`src/rtl/replica_unloader.sv`:
```
// Buffers the chain-end words of an annealing shift-out, tags each with its city
// position and replica index, and streams them to a ready/valid consumer.
//
// state | meaning
// IDLE  | waiting for start
// CAPT  | counting chain-end words and pushing them into the FIFO
// DRAIN | capture complete, emptying the FIFO
// DONE  | one-cycle completion pulse
module replica_unloader #(
    parameter int LANES       = 8,
    parameter int LANE_W      = 7,
    parameter int CITY_NUM    = 16,
    parameter int REPLICA_NUM = 4,
    parameter int FIFO_DEPTH  = 16,
    localparam int RW = (REPLICA_NUM > 1) ? $clog2(REPLICA_NUM) : 1
) (
    input  logic                    clk,
    input  logic                    reset,
    input  logic                    start,
    input  logic                    in_valid,
    input  logic [LANES*LANE_W-1:0] in_data,
    output logic                    out_valid,
    input  logic                    out_ready,
    output logic [LANES*LANE_W-1:0] out_data,
    output logic                    out_last,
    output logic [RW-1:0]           out_replica,
    output logic                    busy,
    output logic                    done,
    output logic                    err_ovf,
    output logic                    err_extra
);

    localparam int DW    = LANES * LANE_W;
    localparam int AW    = $clog2(FIFO_DEPTH);
    localparam int WW    = (CITY_NUM > 1) ? $clog2(CITY_NUM) : 1;
    localparam int TOTAL = REPLICA_NUM * CITY_NUM;
    localparam int CW    = $clog2(TOTAL + 1);

    localparam logic [CW-1:0] TOTAL_M1 = CW'(TOTAL - 1);
    localparam logic [CW:0]   TOTAL_X  = (CW + 1)'(TOTAL);
    localparam logic [WW-1:0] W_LAST   = WW'(CITY_NUM - 1);

    typedef enum logic [1:0] {
        IDLE  = 2'd0,
        CAPT  = 2'd1,
        DRAIN = 2'd2,
        DONE  = 2'd3
    } state_t;

    state_t state_q, state_d;

    logic [DW-1:0] mem_data [FIFO_DEPTH];
    logic          mem_last [FIFO_DEPTH];
    logic [RW-1:0] mem_rep  [FIFO_DEPTH];
    logic [AW:0]   wr_ptr, rd_ptr;

    logic [CW-1:0] in_cnt, out_cnt, drop_cnt;
    logic [WW-1:0] w_cnt;
    logic [RW-1:0] r_cnt;

    logic empty, full, pop, push, drop, extra, in_capt, start_go;
    logic [CW:0] retired_next;

    assign empty    = (wr_ptr == rd_ptr);
    assign full     = (wr_ptr[AW] != rd_ptr[AW]) && (wr_ptr[AW-1:0] == rd_ptr[AW-1:0]);
    assign pop      = !empty && out_ready;
    assign in_capt  = (state_q == CAPT);
    // A full FIFO still accepts the word when the consumer frees a slot this cycle.
    assign push     = in_capt && in_valid && (!full || pop);
    assign drop     = in_capt && in_valid && full && !pop;
    assign extra    = in_valid && !in_capt;
    assign start_go = (state_q == IDLE) && start;

    // Words accounted for once this cycle's handshake lands: delivered plus dropped.
    assign retired_next = {1'b0, out_cnt} + {1'b0, drop_cnt} + {{CW{1'b0}}, pop};

    always_ff @(posedge clk) begin
        if (reset) state_q <= IDLE;
        else       state_q <= state_d;
    end

    always_comb begin
        state_d = state_q;
        case (state_q)
            IDLE:    if (start) state_d = CAPT;
            CAPT:    if (in_valid && (in_cnt == TOTAL_M1)) state_d = DRAIN;
            DRAIN:   if (retired_next == TOTAL_X) state_d = DONE;
            DONE:    state_d = IDLE;
            default: state_d = IDLE;
        endcase
    end

    always_comb begin
        busy        = (state_q != IDLE);
        done        = (state_q == DONE);
        out_valid   = !empty;
        out_data    = mem_data[rd_ptr[AW-1:0]];
        out_last    = !empty && mem_last[rd_ptr[AW-1:0]];
        out_replica = empty ? '0 : mem_rep[rd_ptr[AW-1:0]];
    end

    always_ff @(posedge clk) begin
        if (reset) begin
            wr_ptr <= '0;
            rd_ptr <= '0;
        end else begin
            if (push) wr_ptr <= wr_ptr + (AW + 1)'(1);
            if (pop)  rd_ptr <= rd_ptr + (AW + 1)'(1);
        end
    end

    always_ff @(posedge clk) begin
        if (push) begin
            mem_data[wr_ptr[AW-1:0]] <= in_data;
            mem_last[wr_ptr[AW-1:0]] <= (w_cnt == W_LAST);
            mem_rep[wr_ptr[AW-1:0]]  <= r_cnt;
        end
    end

    // Position tags advance on every counted word, dropped or not.
    always_ff @(posedge clk) begin
        if (reset) begin
            in_cnt    <= '0;
            out_cnt   <= '0;
            drop_cnt  <= '0;
            w_cnt     <= '0;
            r_cnt     <= '0;
            err_ovf   <= 1'b0;
            err_extra <= 1'b0;
        end else if (start_go) begin
            in_cnt    <= '0;
            out_cnt   <= '0;
            drop_cnt  <= '0;
            w_cnt     <= '0;
            r_cnt     <= '0;
            err_ovf   <= 1'b0;
            err_extra <= 1'b0;
        end else begin
            if (in_capt && in_valid) begin
                in_cnt <= in_cnt + CW'(1);
                if (w_cnt == W_LAST) begin
                    w_cnt <= '0;
                    r_cnt <= r_cnt + RW'(1);
                end else begin
                    w_cnt <= w_cnt + WW'(1);
                end
            end
            if (pop) out_cnt <= out_cnt + CW'(1);
            if (drop) begin
                drop_cnt <= drop_cnt + CW'(1);
                err_ovf  <= 1'b1;
            end
            if (extra) err_extra <= 1'b1;
        end
    end

endmodule

```
`config.mk`:
```
export PLATFORM = sky130hd
export DESIGN_NAME = replica_unloader
export DESIGN_NICKNAME = d
export VERILOG_FILES = /design/src/rtl/replica_unloader.sv
export SDC_FILE = /design/constraint.sdc
export NUM_CORES = 1
export LEC_CHECK = 0
export CAP_MARGIN = 10
export CORE_MARGIN = 5
export CORE_UTILIZATION = 55
export CTS_BUF_LIST = sky130_fd_sc_hd__clkbuf_8
export DETAILED_ROUTE_END_ITERATION = 8
export PLACE_DENSITY = 0.73
export SETUP_SLACK_MARGIN = 0.05
export SYNTH_ARGS = -nofsm -noshare
export SYNTH_HDL_FRONTEND = slang
export SYNTH_SLANG_ARGS = --single-unit
```
`constraint.sdc`:
```
create_clock -name clk -period 7.8 [get_ports clk]
set_input_delay 1.56 -clock clk [delete_from_list [all_inputs] [get_ports clk]]
set_output_delay 1.56 -clock clk [all_outputs]
set_load 0.005 [all_outputs]
```
==> impl_results.html, run 1 <==
<table>
<tr><th>Metric</th><th>Value</th></tr>
<tr><th colspan="2">Status</th></tr>
<tr><td>Result of the run</td><td>completed</td></tr>
<tr><th colspan="2">Synth</th></tr>
<tr><td>Ys async rst share</td><td>0</td></tr>
<tr><td>Area contributors post-synth</td><td>sky130_fd_sc_hd__edfxtp_1 75%, sky130_fd_sc_hd__mux4_2 18%, sky130_fd_sc_hd__dfxtp_1 2.4%, sky130_fd_sc_hd__ha_1 0.66%, sky130_fd_sc_hd__xor2_1 0.58%</td></tr>
<tr><td>Syn_area_per_cell</td><td>23.82 um^2</td></tr>
<tr><td>Post-synthesis cell area</td><td>between 30000 and 40000 um^2</td></tr>
<tr><td>Most instantiated library cell after synthesis</td><td>sky130_fd_sc_hd__edfxtp_1</td></tr>
<tr><td>Number of cells produced by synthesis</td><td>about 1.6k</td></tr>
<tr><td>Predominant post-synthesis flop cell</td><td>sky130_fd_sc_hd__edfxtp_1</td></tr>
<tr><td>Number of enable-type register cells in the synthesized netlist</td><td>944</td></tr>
<tr><td>Synth Register Bits</td><td>about 1000</td></tr>
<tr><td>Count of synthesis-stage warnings from yosys</td><td>0</td></tr>
<tr><td>Area share of the largest cell type after synthesis</td><td>0.7513</td></tr>
<tr><td>Library cell occupying the most area in the post-synthesis netlist</td><td>sky130_fd_sc_hd__edfxtp_1</td></tr>
<tr><td>Count of different cell masters after synthesis</td><td>between 40 and 50</td></tr>
<tr><td>Leading post-synthesis cells by instance count</td><td>944 x sky130_fd_sc_hd__edfxtp_1, 295 x sky130_fd_sc_hd__mux4_2, 58 x sky130_fd_sc_hd__nor2_1</td></tr>
<tr><td>Post-synthesis net count</td><td>about 1.7k</td></tr>
<tr><td>Proportion of synthesized chip area in sequential cells</td><td>0.7751</td></tr>
<tr><th colspan="2">Setup path</th></tr>
<tr><td>Most used cell along the critical path</td><td>sky130_fd_sc_hd__mux4_2</td></tr>
<tr><td>Type of the worst setup path</td><td>flip-flop to output pin</td></tr>
<tr><td>Maximum cell stage delay along the critical path</td><td>~1000 ps</td></tr>
<tr><td>Register-to-register setup slack</td><td>approximately 3800 ps</td></tr>
<tr><td>Cell-by-cell listing of the critical path</td><td>buf_12 &gt; mux4_2 &gt; mux4_2 &gt; and2_1 &gt; clkdlybuf4s50_1</td></tr>
<tr><td>Capture point of the worst reg-to-reg path</td><td>state_q[1]</td></tr>
<tr><td>Reg-to-Reg Start</td><td>wr_ptr[3]</td></tr>
<tr><td>Worst Setup Start Kind</td><td>flip-flop</td></tr>
<tr><td>Worst setup path endpoint</td><td>out_replica[0]</td></tr>
<tr><td>Data arrival time of the worst path</td><td>4150 ps</td></tr>
<tr><td>Slowest stage cell, crit path</td><td>sky130_fd_sc_hd__dfxtp_4</td></tr>
<tr><td>Number of cells traversed by the worst register-to-register path</td><td>12</td></tr>
<tr><td>Endpoint type of the worst setup path</td><td>output pin</td></tr>
<tr><td>Critical-path maximum fanout</td><td>48</td></tr>
<tr><td>Data required time of the critical path</td><td>about 6200 ps</td></tr>
<tr><th colspan="2">Global route</th></tr>
<tr><td>Pin count of the biggest net entering global routing</td><td>113</td></tr>
<tr><td>Total grt overflow</td><td>0</td></tr>
<tr><td>Wire length of the first global-routing pass</td><td>roughly 110000 um</td></tr>
<tr><td>Number of antenna violations at the first check in global routing</td><td>5</td></tr>
<tr><td>Via count of the first global-routing pass</td><td>between 15k and 20k</td></tr>
<tr><td>Total GRT Usage</td><td>0.2062</td></tr>
<tr><th colspan="2">Timing</th></tr>
<tr><td>Part of the cycle the worst path needs</td><td>0.7315</td></tr>
<tr><td>Final hold vios</td><td>0</td></tr>
<tr><td>Setup Viol. Count Final</td><td>0</td></tr>
<tr><td>Worst-Margin Slew</td><td>roughly 1200 ps</td></tr>
<tr><td>RSZ-0062 raised after global routing</td><td>false</td></tr>
<tr><td>Post-route setup TNS</td><td>0 ps</td></tr>
<tr><td>Count of pins over their slew limit</td><td>0</td></tr>
<tr><td>Fmax</td><td>about 180 MHz</td></tr>
<tr><td>Final clock skew</td><td>about 22 ps</td></tr>
<tr><td>Post-layout min period</td><td>around 5700 ps</td></tr>
<tr><td>Worst relative slew slack</td><td>0.1734</td></tr>
<tr><th colspan="2">Detailed routing</th></tr>
<tr><td>Total number of vias</td><td>~17k</td></tr>
<tr><td>Detailed-route wire length</td><td>between 70000 and 80000 um</td></tr>
<tr><td>Antenna Nets Post-Route</td><td>0</td></tr>
<tr><td>First-iteration detailed-routing DRC count</td><td>about 1.5k</td></tr>
<tr><td>Routed length per placed instance</td><td>26.45 um</td></tr>
<tr><td>Count of TritonRoute iterations in the first routing pass</td><td>5</td></tr>
<tr><td>Via count normalized by instance count</td><td>approximately 6.1</td></tr>
<tr><td>Post-detailed-route DRC marker count</td><td>0</td></tr>
<tr><th colspan="2">Power</th></tr>
<tr><td>Areal power density over the cells</td><td>between 200 and 300 nW/um^2</td></tr>
<tr><td>Static leakage</td><td>13.20 nW</td></tr>
<tr><td>Power consumption</td><td>0.01159 W</td></tr>
<tr><td>Maximum resistive drop on vdd</td><td>0.1719 mV</td></tr>
<tr><th colspan="2">Clock network</th></tr>
<tr><td>Clock Pin Slew Worst Setup and Hold Paths</td><td>approximately 60 ps</td></tr>
<tr><td>Sinks on Clock Net</td><td>roughly 990</td></tr>
<tr><td>Worst-skew pair later-pin latency</td><td>between 700 and 800 ps</td></tr>
<tr><td>Buffer type at the clock tree root</td><td>sky130_fd_sc_hd__clkbuf_8</td></tr>
<tr><td>Setup repair bufs after CTS</td><td>0</td></tr>
<tr><td>TritonCTS clock tree</td><td>yes</td></tr>
<tr><td>Number of H-tree branching levels</td><td>4</td></tr>
<tr><td>Num CTS Buffers</td><td>roughly 150</td></tr>
<tr><td>CTS Hold Buffers Added</td><td>0</td></tr>
<tr><td>Buffer levels on the longest clock path</td><td>3</td></tr>
<tr><td>Resized Gates After CTS</td><td>0</td></tr>
<tr><th colspan="2">Place</th></tr>
<tr><td>Half-perimeter wire length after placement</td><td>approximately 39000 um</td></tr>
<tr><td>Count of buffers inserted at the top-level ports</td><td>124</td></tr>
<tr><td>Placer congestion estimate</td><td>0.7806</td></tr>
<tr><th colspan="2">Hold path</th></tr>
<tr><td>Hold crit path type</td><td>flip-flop to flip-flop</td></tr>
<tr><td>Number of cells traversed by the worst hold path</td><td>2</td></tr>
<tr><th colspan="2">Die</th></tr>
<tr><td>Core region area</td><td>68350 um^2</td></tr>
<tr><td>Die extent in x</td><td>between 200 and 300 um</td></tr>
<tr><td>Initial standard-cell utilization of the core</td><td>0.5521</td></tr>
<tr><td>Height of the chip</td><td>approximately 270 um</td></tr>
<tr><td>Die area</td><td>around 74000 um^2</td></tr>
<tr><td>I/O pin count</td><td>~130</td></tr>
<tr><td>Cell row count</td><td>96</td></tr>
<tr><th colspan="2">Cells and area</th></tr>
<tr><td>Share of final-layout standard cells stronger than drive strength 1</td><td>0.2780</td></tr>
<tr><td>Layout net count</td><td>between 1.5k and 2k</td></tr>
<tr><td>Area added between synthesis and finish</td><td>13.49%</td></tr>
<tr><th colspan="2">Flow run</th></tr>
<tr><td>Max-cap violations</td><td>0</td></tr>
</table>
==> worst min-delay path by stage <==
stage / end / slack (ps) / startpoint
3_3_place_gp: err_ovf / 450 / err_ovf
3_5_place_dp: err_extra / 470 / err_extra
2_1_floorplan: w_cnt[3] / 450 / w_cnt[3]
6_report: err_extra / 480 / err_extra
5_1_grt: w_cnt[1] / 510 / w_cnt[1]
4_1_cts: err_extra / 490 / err_extra
==> worst max-delay path: cells and delay by family (launching register included) <==
kind | cells | cell delay, ps
and+or+nand+nor | 1 | 200
DFF | 1 | 1030
muxes | 2 | 1140
buffers and inverters | 2 | 910
==> layout make-up <==
cell class | instances | area [um^2]
fillers | 4420 | 25520
clock buffers | 156 | 2147
multi-input cells | 510 | 8172
repair buffers | 155 | 1544
well taps | 882 | 1104
clock inverters | 100 | 538.0
flip-flops and latches | 989 | 29260
diodes | 5 | 12.51
inverters | 11 | 41.29
==> cells in the final DEF (no fill, tap or decap), types with 5 or more instances in the layout <==
cell	instances
sky130_fd_sc_hd__nand2_1	26
sky130_fd_sc_hd__nor2_4	11
sky130_fd_sc_hd__clkinv_2	10
sky130_fd_sc_hd__mux4_2	295
sky130_fd_sc_hd__clkinvlp_4	5
sky130_fd_sc_hd__edfxtp_1	944
sky130_fd_sc_hd__clkdlybuf4s50_1	124
sky130_fd_sc_hd__and3_1	5
sky130_fd_sc_hd__xnor2_1	11
sky130_fd_sc_hd__inv_1	52
sky130_fd_sc_hd__nand2b_1	5
sky130_fd_sc_hd__nand4_1	8
sky130_fd_sc_hd__buf_4	26
sky130_fd_sc_hd__clkbuf_8	156
sky130_fd_sc_hd__xor2_1	25
sky130_fd_sc_hd__clkinv_1	32
sky130_fd_sc_hd__ha_1	20
sky130_fd_sc_hd__inv_8	5
sky130_fd_sc_hd__a21oi_1	8
sky130_fd_sc_hd__dfxtp_1	41
sky130_fd_sc_hd__nor2_1	47
sky130_fd_sc_hd__diode_2	5
==> stage by stage <==
stage | hold slack, ps | worst slack [ps] | utilization | instances | cell area [um^2]
after floorplan | 448.2 | 1097 | - | 1584 | 37730
after global placement | 453.8 | 2718 | 0.5867 | 2546 | 40100
after detailed placement | 469.0 | 2631 | 0.5867 | 2546 | 40100
after CTS | 488.1 | 1923 | 0.6260 | 2802 | 42780
after global routing | 506.1 | 1743 | 0.6265 | 2808 | 42820
final | 477.2 | 2094 | 0.6265 | 2808 | 42820
==> flip-flops by register name (all words and copies together) (netlist names), 4 cells and up, named ones only <==
signal    flops
drop_cnt      7
in_cnt        7
mem_data    896
mem_last     16
mem_rep      32
out_cnt       7
rd_ptr        5
w_cnt         4
wr_ptr        5
==> power breakdown <==
| group | internal, W | switching, W |
|---|---|---|
| combinational | 0.00101 | 0.000720 |
| sequential | 0.00590 | 0.0000972 |
| clock | 0.00196 | 0.00190 |
==> cells by family (layout without fill, tap and decap cells) <==
group	after synthesis	in the layout	synth area share
flip-flops	989	989	0.7751
multiplexers	299	299	0.1771
AND/OR/NAND/NOR	127	127	0.01575
buffers and inverters	85	422	0.01108
XOR/XNOR	36	36	0.008356
AO/OA/AOI/OAI	26	26	0.004842
adder cells (fa/ha/maj)	22	22	0.007693
other	0	5	0
==> routing by layer <==
metal  track usage  wire length (um)
met3       0.05409              5484
met5             0                40
met1        0.2939             30430
met4       0.05056              1000
met2        0.3276             37320
(Power assumes the default switching activity.)
==> run 2, diff against run 1 <==
clock period = 5.4 ns   (was 7.8 ns; I/O delays follow)
==> run 2 against run 1 <==
  * Global-route usage increased by 0.59 points
  * Sequential power increased by 44%
  * Non-clock buffer count increased by 9
  * Final cell count increased by 0.68%
  * Via count increased by 0.25%
==> impl_results.html, run 2 (synthesis gave the netlist of run 1 again) <==
<table>
<tr><th>Metric</th><th>Value</th></tr>
<tr><th colspan="2">Place</th></tr>
<tr><td>Placer congestion estimate</td><td>slightly below 0.8</td></tr>
<tr><td>Count of buffers inserted at the top-level ports</td><td>approximately 120</td></tr>
<tr><td>Half-perimeter wire length after placement</td><td>approximately 38000 um</td></tr>
<tr><th colspan="2">Clock network</th></tr>
<tr><td>Worst-skew pair later-pin latency</td><td>roughly 760 ps</td></tr>
<tr><td>Num CTS Buffers</td><td>about 150</td></tr>
<tr><td>Buffer type at the clock tree root</td><td>sky130_fd_sc_hd__clkbuf_8</td></tr>
<tr><td>TritonCTS clock tree</td><td>yes</td></tr>
<tr><td>Sinks on Clock Net</td><td>~1000</td></tr>
<tr><td>Buffer levels on the longest clock path</td><td>3</td></tr>
<tr><td>CTS Hold Buffers Added</td><td>0</td></tr>
<tr><td>Setup repair bufs after CTS</td><td>0</td></tr>
<tr><td>Number of H-tree branching levels</td><td>4</td></tr>
<tr><td>Clock Pin Slew Worst Setup and Hold Paths</td><td>~60 ps</td></tr>
<tr><td>Resized Gates After CTS</td><td>0</td></tr>
<tr><th colspan="2">Setup path</th></tr>
<tr><td>Data arrival time of the worst path</td><td>around 3600 ps</td></tr>
<tr><td>Cell-by-cell listing of the critical path</td><td>buf_12 &gt; buf_12 &gt; mux4_2 &gt; mux4_2 &gt; clkdlybuf4s50_1</td></tr>
<tr><td>Type of the worst setup path</td><td>flip-flop to output pin</td></tr>
<tr><td>Slowest stage cell, crit path</td><td>sky130_fd_sc_hd__dfxtp_4</td></tr>
<tr><td>Capture point of the worst reg-to-reg path</td><td>state_q[1]</td></tr>
<tr><td>Count of buffering cells on the critical path with inverters included</td><td>3</td></tr>
<tr><td>Worst setup path endpoint</td><td>out_data[15]</td></tr>
<tr><td>Endpoint type of the worst setup path</td><td>output pin</td></tr>
<tr><td>Maximum cell stage delay along the critical path</td><td>just under 700 ps</td></tr>
<tr><td>Number of cells traversed by the worst register-to-register path</td><td>14</td></tr>
<tr><td>Register-to-register setup slack</td><td>1640 ps</td></tr>
<tr><td>Reg-to-Reg Start</td><td>wr_ptr[3]</td></tr>
<tr><td>Worst Setup Start Kind</td><td>flip-flop</td></tr>
<tr><td>Data required time of the critical path</td><td>between 4000 and 5000 ps</td></tr>
<tr><td>Logic depth of the worst setup path including buffers</td><td>5</td></tr>
<tr><td>Critical-path maximum fanout</td><td>28</td></tr>
<tr><td>Crit path max-delay family</td><td>multiplexers</td></tr>
<tr><th colspan="2">Timing</th></tr>
<tr><td>Post-route setup TNS</td><td>0 ps</td></tr>
<tr><td>Final clock skew</td><td>between 10 and 15 ps</td></tr>
<tr><td>Post-layout min period</td><td>between 4000 and 5000 ps</td></tr>
<tr><td>Count of pins over their slew limit</td><td>0</td></tr>
<tr><td>Final hold vios</td><td>0</td></tr>
<tr><td>Part of the cycle the worst path needs</td><td>0.8710</td></tr>
<tr><td>RSZ-0062 raised after global routing</td><td>false</td></tr>
<tr><td>Setup Viol. Count Final</td><td>0</td></tr>
<tr><td>Worst-Margin Slew</td><td>983.2 ps</td></tr>
<tr><td>Worst relative slew slack</td><td>0.3445</td></tr>
<tr><td>Fmax</td><td>about 210 MHz</td></tr>
<tr><th colspan="2">Global route</th></tr>
<tr><td>Total grt overflow</td><td>0</td></tr>
<tr><td>Pin count of the biggest net entering global routing</td><td>between 80 and 90</td></tr>
<tr><td>Total GRT Usage</td><td>0.2121</td></tr>
<tr><td>Wire length of the first global-routing pass</td><td>115200 um</td></tr>
<tr><td>Via count of the first global-routing pass</td><td>approximately 18k</td></tr>
<tr><td>Number of antenna violations at the first check in global routing</td><td>5</td></tr>
<tr><th colspan="2">Detailed routing</th></tr>
<tr><td>Detailed-route wire length</td><td>around 77000 um</td></tr>
<tr><td>First-iteration detailed-routing DRC count</td><td>1663</td></tr>
<tr><td>Via count normalized by instance count</td><td>between 6 and 7</td></tr>
<tr><td>Count of TritonRoute iterations in the first routing pass</td><td>5</td></tr>
<tr><td>Total number of vias</td><td>between 15k and 20k</td></tr>
<tr><td>Routed length per placed instance</td><td>27.11 um</td></tr>
<tr><td>Antenna Nets Post-Route</td><td>0</td></tr>
<tr><td>Post-detailed-route DRC marker count</td><td>0</td></tr>
<tr><th colspan="2">Status</th></tr>
<tr><td>Result of the run</td><td>completed</td></tr>
<tr><th colspan="2">Die</th></tr>
<tr><td>Initial standard-cell utilization of the core</td><td>0.5521</td></tr>
<tr><td>I/O pin count</td><td>about 130</td></tr>
<tr><td>Height of the chip</td><td>271.9 um</td></tr>
<tr><td>Core region area</td><td>slightly below 70000 um^2</td></tr>
<tr><td>Cell row count</td><td>96</td></tr>
<tr><td>Die extent in x</td><td>~270 um</td></tr>
<tr><td>Die area</td><td>around 74000 um^2</td></tr>
<tr><th colspan="2">Cells and area</th></tr>
<tr><td>Largest register FFs</td><td>about 900</td></tr>
<tr><td>Layout net count</td><td>between 1.5k and 2k</td></tr>
<tr><td>Area added between synthesis and finish</td><td>14.31%</td></tr>
<tr><td>Share of final-layout standard cells stronger than drive strength 1</td><td>0.2854</td></tr>
<tr><td>Commonest cells after routing, fill and taps aside</td><td>944 x sky130_fd_sc_hd__edfxtp_1, 295 x sky130_fd_sc_hd__mux4_2, 167 x sky130_fd_sc_hd__clkbuf_8</td></tr>
<tr><td>Total of fill cells in the finished design</td><td>4343</td></tr>
<tr><td>Storage cell area</td><td>between 20000 and 30000 um^2</td></tr>
<tr><td>Multi-input gate area in the final layout</td><td>8197 um^2</td></tr>
<tr><td>Commonest non-fill, non-tap cell in the layout</td><td>sky130_fd_sc_hd__edfxtp_1</td></tr>
<tr><th colspan="2">Power</th></tr>
<tr><td>Maximum resistive drop on vdd</td><td>just under 0.3 mV</td></tr>
<tr><td>Areal power density over the cells</td><td>388.8 nW/um^2</td></tr>
<tr><td>Power consumption</td><td>between 0.015 and 0.02 W</td></tr>
<tr><td>Static leakage</td><td>approximately 13 nW</td></tr>
<tr><th colspan="2">Hold path</th></tr>
<tr><td>Hold crit path type</td><td>flip-flop to flip-flop</td></tr>
<tr><th colspan="2">Flow run</th></tr>
<tr><td>Max-cap violations</td><td>0</td></tr>
</table>
[run 2: worst min path at each step]
| stage | endpoint | cells after the start | start |
|---|---|---|---|
| 5_1_grt | err_ovf | 2 | err_ovf |
| 6_report | err_extra | 2 | err_extra |
| 3_5_place_dp | err_extra | 2 | err_extra |
| 4_1_cts | in_cnt[1] | 2 | in_cnt[1] |
| 2_1_floorplan | w_cnt[3] | 1 | w_cnt[3] |
| 3_3_place_gp | err_ovf | 2 | err_ovf |
[run 2: report_power, final]
part / switching, W / total [W] / internal (W)
logic: 0.00108 / 0.00260 / 0.00152
registers: 0.0000930 / 0.00862 / 0.00853
clock network: 0.00271 / 0.00555 / 0.00283
[run 2: metrics by stage]
stage	instances	hold slack, ps	worst slack (ps)	util	area, um^2
after global placement	2556	454.1	1365	0.5911	40400
after floorplan	1584	448.2	773.7	-	37750
after global routing	2826	513.0	430.7	0.6310	43130
after CTS	2823	479.9	539.7	0.6309	43120
after detailed placement	2556	460.0	1295	0.5911	40400
final	2827	483.2	696.3	0.6311	43130
[run 2: layout make-up]
type | count | area share
well taps | 882 | 0.02559
clock buffers | 167 | 0.05329
clock inverters | 100 | 0.009892
multi-input cells | 510 | 0.1900
diodes | 4 | 0.0002321
inverters | 11 | 0.0009573
flip-flops and latches | 989 | 0.6785
repair buffers | 164 | 0.04154
[run 2: tightest hold or removal path: cells and delay by family (launching register included)]
kind / cells / cell delay, ps
and+or+nand+nor: 1 / 70
DFF: 1 / 330
AOI/OAI and AO/OA: 1 / 40
[run 2: per-layer routing]
layer / global-route usage / part of all wire / up-vias
met5: 0 / 0.00039 / -
met4: 0.06035 / 0.017 / 4
met3: 0.04669 / 0.071 / 81
li1: - / - / 7246
met1: 0.2962 / 0.40 / 9145
met2: 0.3460 / 0.51 / 695
==> run 3, diff against run 2 <==
GPL_TIMING_DRIVEN = 0   (was not set)
==> run 3 against run 2 <==
  * Design area increased by 2.5%
  * Die area unchanged
  * Count of clock-buffer cells in the layout decreased by 7
  * Combinational power increased by 10%
  * Utilization increased by 1.6 points
  * Register-to-register slack got worse by 50 ps
  * Via count increased by 4.9%
  * Total power increased by 1.7%
  * First-iteration DRC count increased by 22%
==> impl_results.html, run 3 (synthesis gave the netlist of run 1 again) <==
<table>
<tr><th>Metric</th><th>Value</th></tr>
<tr><th colspan="2">Status</th></tr>
<tr><td>Result of the run</td><td>completed</td></tr>
<tr><th colspan="2">Power</th></tr>
<tr><td>Static leakage</td><td>approximately 14 nW</td></tr>
<tr><td>Switch Pwr</td><td>around 0.004 W</td></tr>
<tr><td>Areal power density over the cells</td><td>a little under 400 nW/um^2</td></tr>
<tr><td>Switching share of power</td><td>0.2405</td></tr>
<tr><td>Maximum resistive drop on vdd</td><td>roughly 0.29 mV</td></tr>
<tr><td>Power share of the clock group</td><td>0.330</td></tr>
<tr><td>Cell-internal power</td><td>0.01296 W</td></tr>
<tr><td>Relative contribution of sequential cells to total power</td><td>0.502</td></tr>
<tr><td>Portion of total power attributed to combinational logic</td><td>0.168</td></tr>
<tr><th colspan="2">Global route</th></tr>
<tr><td>Pin count of the biggest net entering global routing</td><td>37</td></tr>
<tr><td>Wire length of the first global-routing pass</td><td>between 100000 and 150000 um</td></tr>
<tr><td>Number of antenna violations at the first check in global routing</td><td>7</td></tr>
<tr><td>Via count of the first global-routing pass</td><td>around 19k</td></tr>
<tr><td>Total GRT Usage</td><td>0.2332</td></tr>
<tr><td>Total grt overflow</td><td>0</td></tr>
<tr><th colspan="2">Flow run</th></tr>
<tr><td>Max-cap violations</td><td>0</td></tr>
<tr><th colspan="2">Setup path</th></tr>
<tr><td>Type of the worst setup path</td><td>flip-flop to output pin</td></tr>
<tr><td>Slowest stage cell, crit path</td><td>sky130_fd_sc_hd__clkbuf_1</td></tr>
<tr><td>Maximum cell stage delay along the critical path</td><td>~740 ps</td></tr>
<tr><td>Data arrival time of the worst path</td><td>between 4000 and 5000 ps</td></tr>
<tr><td>Critical-path maximum fanout</td><td>10</td></tr>
<tr><td>Number of cells traversed by the worst register-to-register path</td><td>14</td></tr>
<tr><td>Worst Setup Start Kind</td><td>flip-flop</td></tr>
<tr><td>Endpoint type of the worst setup path</td><td>output pin</td></tr>
<tr><td>Reg-to-Reg Start</td><td>wr_ptr[3]</td></tr>
<tr><td>Cell-by-cell listing of the critical path</td><td>buf_2 &gt; clkbuf_1 &gt; clkbuf_1 &gt; mux4_2 &gt; mux4_2 &gt; clkdlybuf4s50_1</td></tr>
<tr><td>Capture point of the worst reg-to-reg path</td><td>state_q[1]</td></tr>
<tr><td>Register-to-register setup slack</td><td>1590 ps</td></tr>
<tr><td>Data required time of the critical path</td><td>4320 ps</td></tr>
<tr><th colspan="2">Timing</th></tr>
<tr><td>Setup Viol. Count Final</td><td>0</td></tr>
<tr><td>Post-layout worst setup margin</td><td>209.8 ps</td></tr>
<tr><td>Part of the cycle the worst path needs</td><td>0.9611</td></tr>
<tr><td>Fmax</td><td>roughly 190 MHz</td></tr>
<tr><td>Worst-Margin Slew</td><td>approximately 1100 ps</td></tr>
<tr><td>Final hold vios</td><td>0</td></tr>
<tr><td>Count of pins over their slew limit</td><td>0</td></tr>
<tr><td>Post-layout min period</td><td>5190 ps</td></tr>
<tr><td>Worst relative slew slack</td><td>0.2572</td></tr>
<tr><td>RSZ-0062 raised after global routing</td><td>false</td></tr>
<tr><td>Final clock skew</td><td>31.82 ps</td></tr>
<tr><th colspan="2">Die</th></tr>
<tr><td>Core region area</td><td>between 60000 and 70000 um^2</td></tr>
<tr><td>Die area</td><td>between 70000 and 80000 um^2</td></tr>
<tr><td>Die extent in x</td><td>271.9 um</td></tr>
<tr><td>I/O pin count</td><td>125</td></tr>
<tr><td>Height of the chip</td><td>roughly 270 um</td></tr>
<tr><td>Cell row count</td><td>96</td></tr>
<tr><td>Initial standard-cell utilization of the core</td><td>0.5521</td></tr>
<tr><th colspan="2">Cells and area</th></tr>
<tr><td>Largest register FFs</td><td>896</td></tr>
<tr><td>Layout net count</td><td>2000</td></tr>
<tr><td>Area added between synthesis and finish</td><td>17.12%</td></tr>
<tr><td>Commonest non-fill, non-tap cell in the layout</td><td>sky130_fd_sc_hd__edfxtp_1</td></tr>
<tr><td>Share of final-layout standard cells stronger than drive strength 1</td><td>0.2880</td></tr>
<tr><td>Final design utilization</td><td>0.6466</td></tr>
<tr><td>Commonest cells after routing, fill and taps aside</td><td>944 x sky130_fd_sc_hd__edfxtp_1, 295 x sky130_fd_sc_hd__mux4_2, 160 x sky130_fd_sc_hd__clkbuf_8</td></tr>
<tr><td>Final non-filler cell area</td><td>around 44000 um^2</td></tr>
<tr><th colspan="2">Hold path</th></tr>
<tr><td>Hold crit path type</td><td>flip-flop to flip-flop</td></tr>
<tr><td>Number of cells traversed by the worst hold path</td><td>2</td></tr>
<tr><td>Hold path endpoint</td><td>err_extra</td></tr>
<tr><td>Start point of the worst min-delay path</td><td>err_extra</td></tr>
<tr><th colspan="2">Clock network</th></tr>
<tr><td>CTS Hold Buffers Added</td><td>0</td></tr>
<tr><td>Clock Pin Slew Worst Setup and Hold Paths</td><td>around 60 ps</td></tr>
<tr><td>Buffer levels on the longest clock path</td><td>3</td></tr>
<tr><td>TritonCTS clock tree</td><td>yes</td></tr>
<tr><td>Num CTS Buffers</td><td>roughly 150</td></tr>
<tr><td>Resized Gates After CTS</td><td>0</td></tr>
<tr><td>Setup repair bufs after CTS</td><td>0</td></tr>
<tr><td>Worst-skew pair later-pin latency</td><td>roughly 800 ps</td></tr>
<tr><td>Sinks on Clock Net</td><td>around 990</td></tr>
<tr><td>Number of H-tree branching levels</td><td>4</td></tr>
<tr><td>Buffer type at the clock tree root</td><td>sky130_fd_sc_hd__clkbuf_8</td></tr>
<tr><th colspan="2">Detailed routing</th></tr>
<tr><td>Total number of vias</td><td>~18k</td></tr>
<tr><td>Count of TritonRoute iterations in the first routing pass</td><td>5</td></tr>
<tr><td>Met2 routed wirelength</td><td>between 40000 and 50000 um</td></tr>
<tr><td>Met3 wire length</td><td>a little over 8000 um</td></tr>
<tr><td>Via count normalized by instance count</td><td>6.169</td></tr>
<tr><td>Routed length per placed instance</td><td>approximately 29 um</td></tr>
<tr><td>Highest metal layer used by the detailed router</td><td>met5</td></tr>
<tr><td>Post-detailed-route DRC marker count</td><td>0</td></tr>
<tr><td>First-iteration detailed-routing DRC count</td><td>roughly 2.0k</td></tr>
<tr><td>Met1 wire length</td><td>32070 um</td></tr>
<tr><td>Detailed-route wire length</td><td>around 84000 um</td></tr>
<tr><td>Antenna Nets Post-Route</td><td>0</td></tr>
<tr><th colspan="2">Place</th></tr>
<tr><td>Count of buffers inserted at the top-level ports</td><td>about 120</td></tr>
<tr><td>Placer congestion estimate</td><td>approximately 0.8</td></tr>
<tr><td>Half-perimeter wire length after placement</td><td>~52000 um</td></tr>
<tr><td>Area post-placement</td><td>41410 um^2</td></tr>
<tr><td>Pre-CTS worst setup slack</td><td>957.9 ps</td></tr>
</table>
[run 3: worst max-delay path: cells and delay by family (launching register included)]
kind / cells / cell delay (ps)
buffers and inverters: 4 / 2050
flip-flops: 1 / 320
multiplexers: 2 / 960
[run 3: power by group through the flow]
stage	combinational [W]	clock, W	sequential [W]
after floorplan	0.00180	0	0.00872
after global placement	0.00281	0	0.00874
after detailed placement	0.00291	0	0.00873
after CTS	0.00292	0.00572	0.00857
after global routing	0.00306	0.00611	0.00857
final	0.00287	0.00562	0.00857
[run 3: area by class of cell]
| cell class | count | area, um^2 |
|---|---|---|
| inverters | 11 | 41.29 |
| repair buffers | 178 | 2462 |
| diodes | 4 | 10.01 |
| fillers | 4254 | 24150 |
| clock inverters | 113 | 551.8 |
| clock buffers | 160 | 2202 |
| well taps | 882 | 1104 |
| plain buffers | 74 | 376.6 |
| multi-input cells | 510 | 8197 |
| flip-flops and latches | 989 | 29250 |
[run 3: how the worst max path moves through the flow]
stage,start,endpoint,slack [ps],cells after the start
finish,flip-flop,out_data[7],210,6
global route,flip-flop,out_data[43],70,6
CTS,flip-flop,out_data[27],90,6
detailed placement,flip-flop,out_data[27],960,6
global placement,in_valid,mem_data[4][32],-3440,5
floorplan,in_valid,mem_data[4][0],770,4
[run 3: per-layer routing]
metal / vias up / GRT usage
met3: 125 / 0.05426
met4: 6 / 0.06544
met2: 961 / 0.3797
met5: - / 0
li1: 7443 / -
met1: 9485 / 0.3247
[run 3: metrics by stage]
stage | total power (W) | std cells | TNS, ps | hold slack [ps]
after floorplan | 0.01052 | 1584 | 0 | 448.2
final | 0.01706 | 2921 | 0 | 485.3
after detailed placement | 0.01164 | 2643 | 0 | 467.5
after global routing | 0.01774 | 2919 | 0 | 506.9
after CTS | 0.01721 | 2916 | 0 | 486.3
after global placement | 0.01155 | 2590 | -2784200 | 456.6
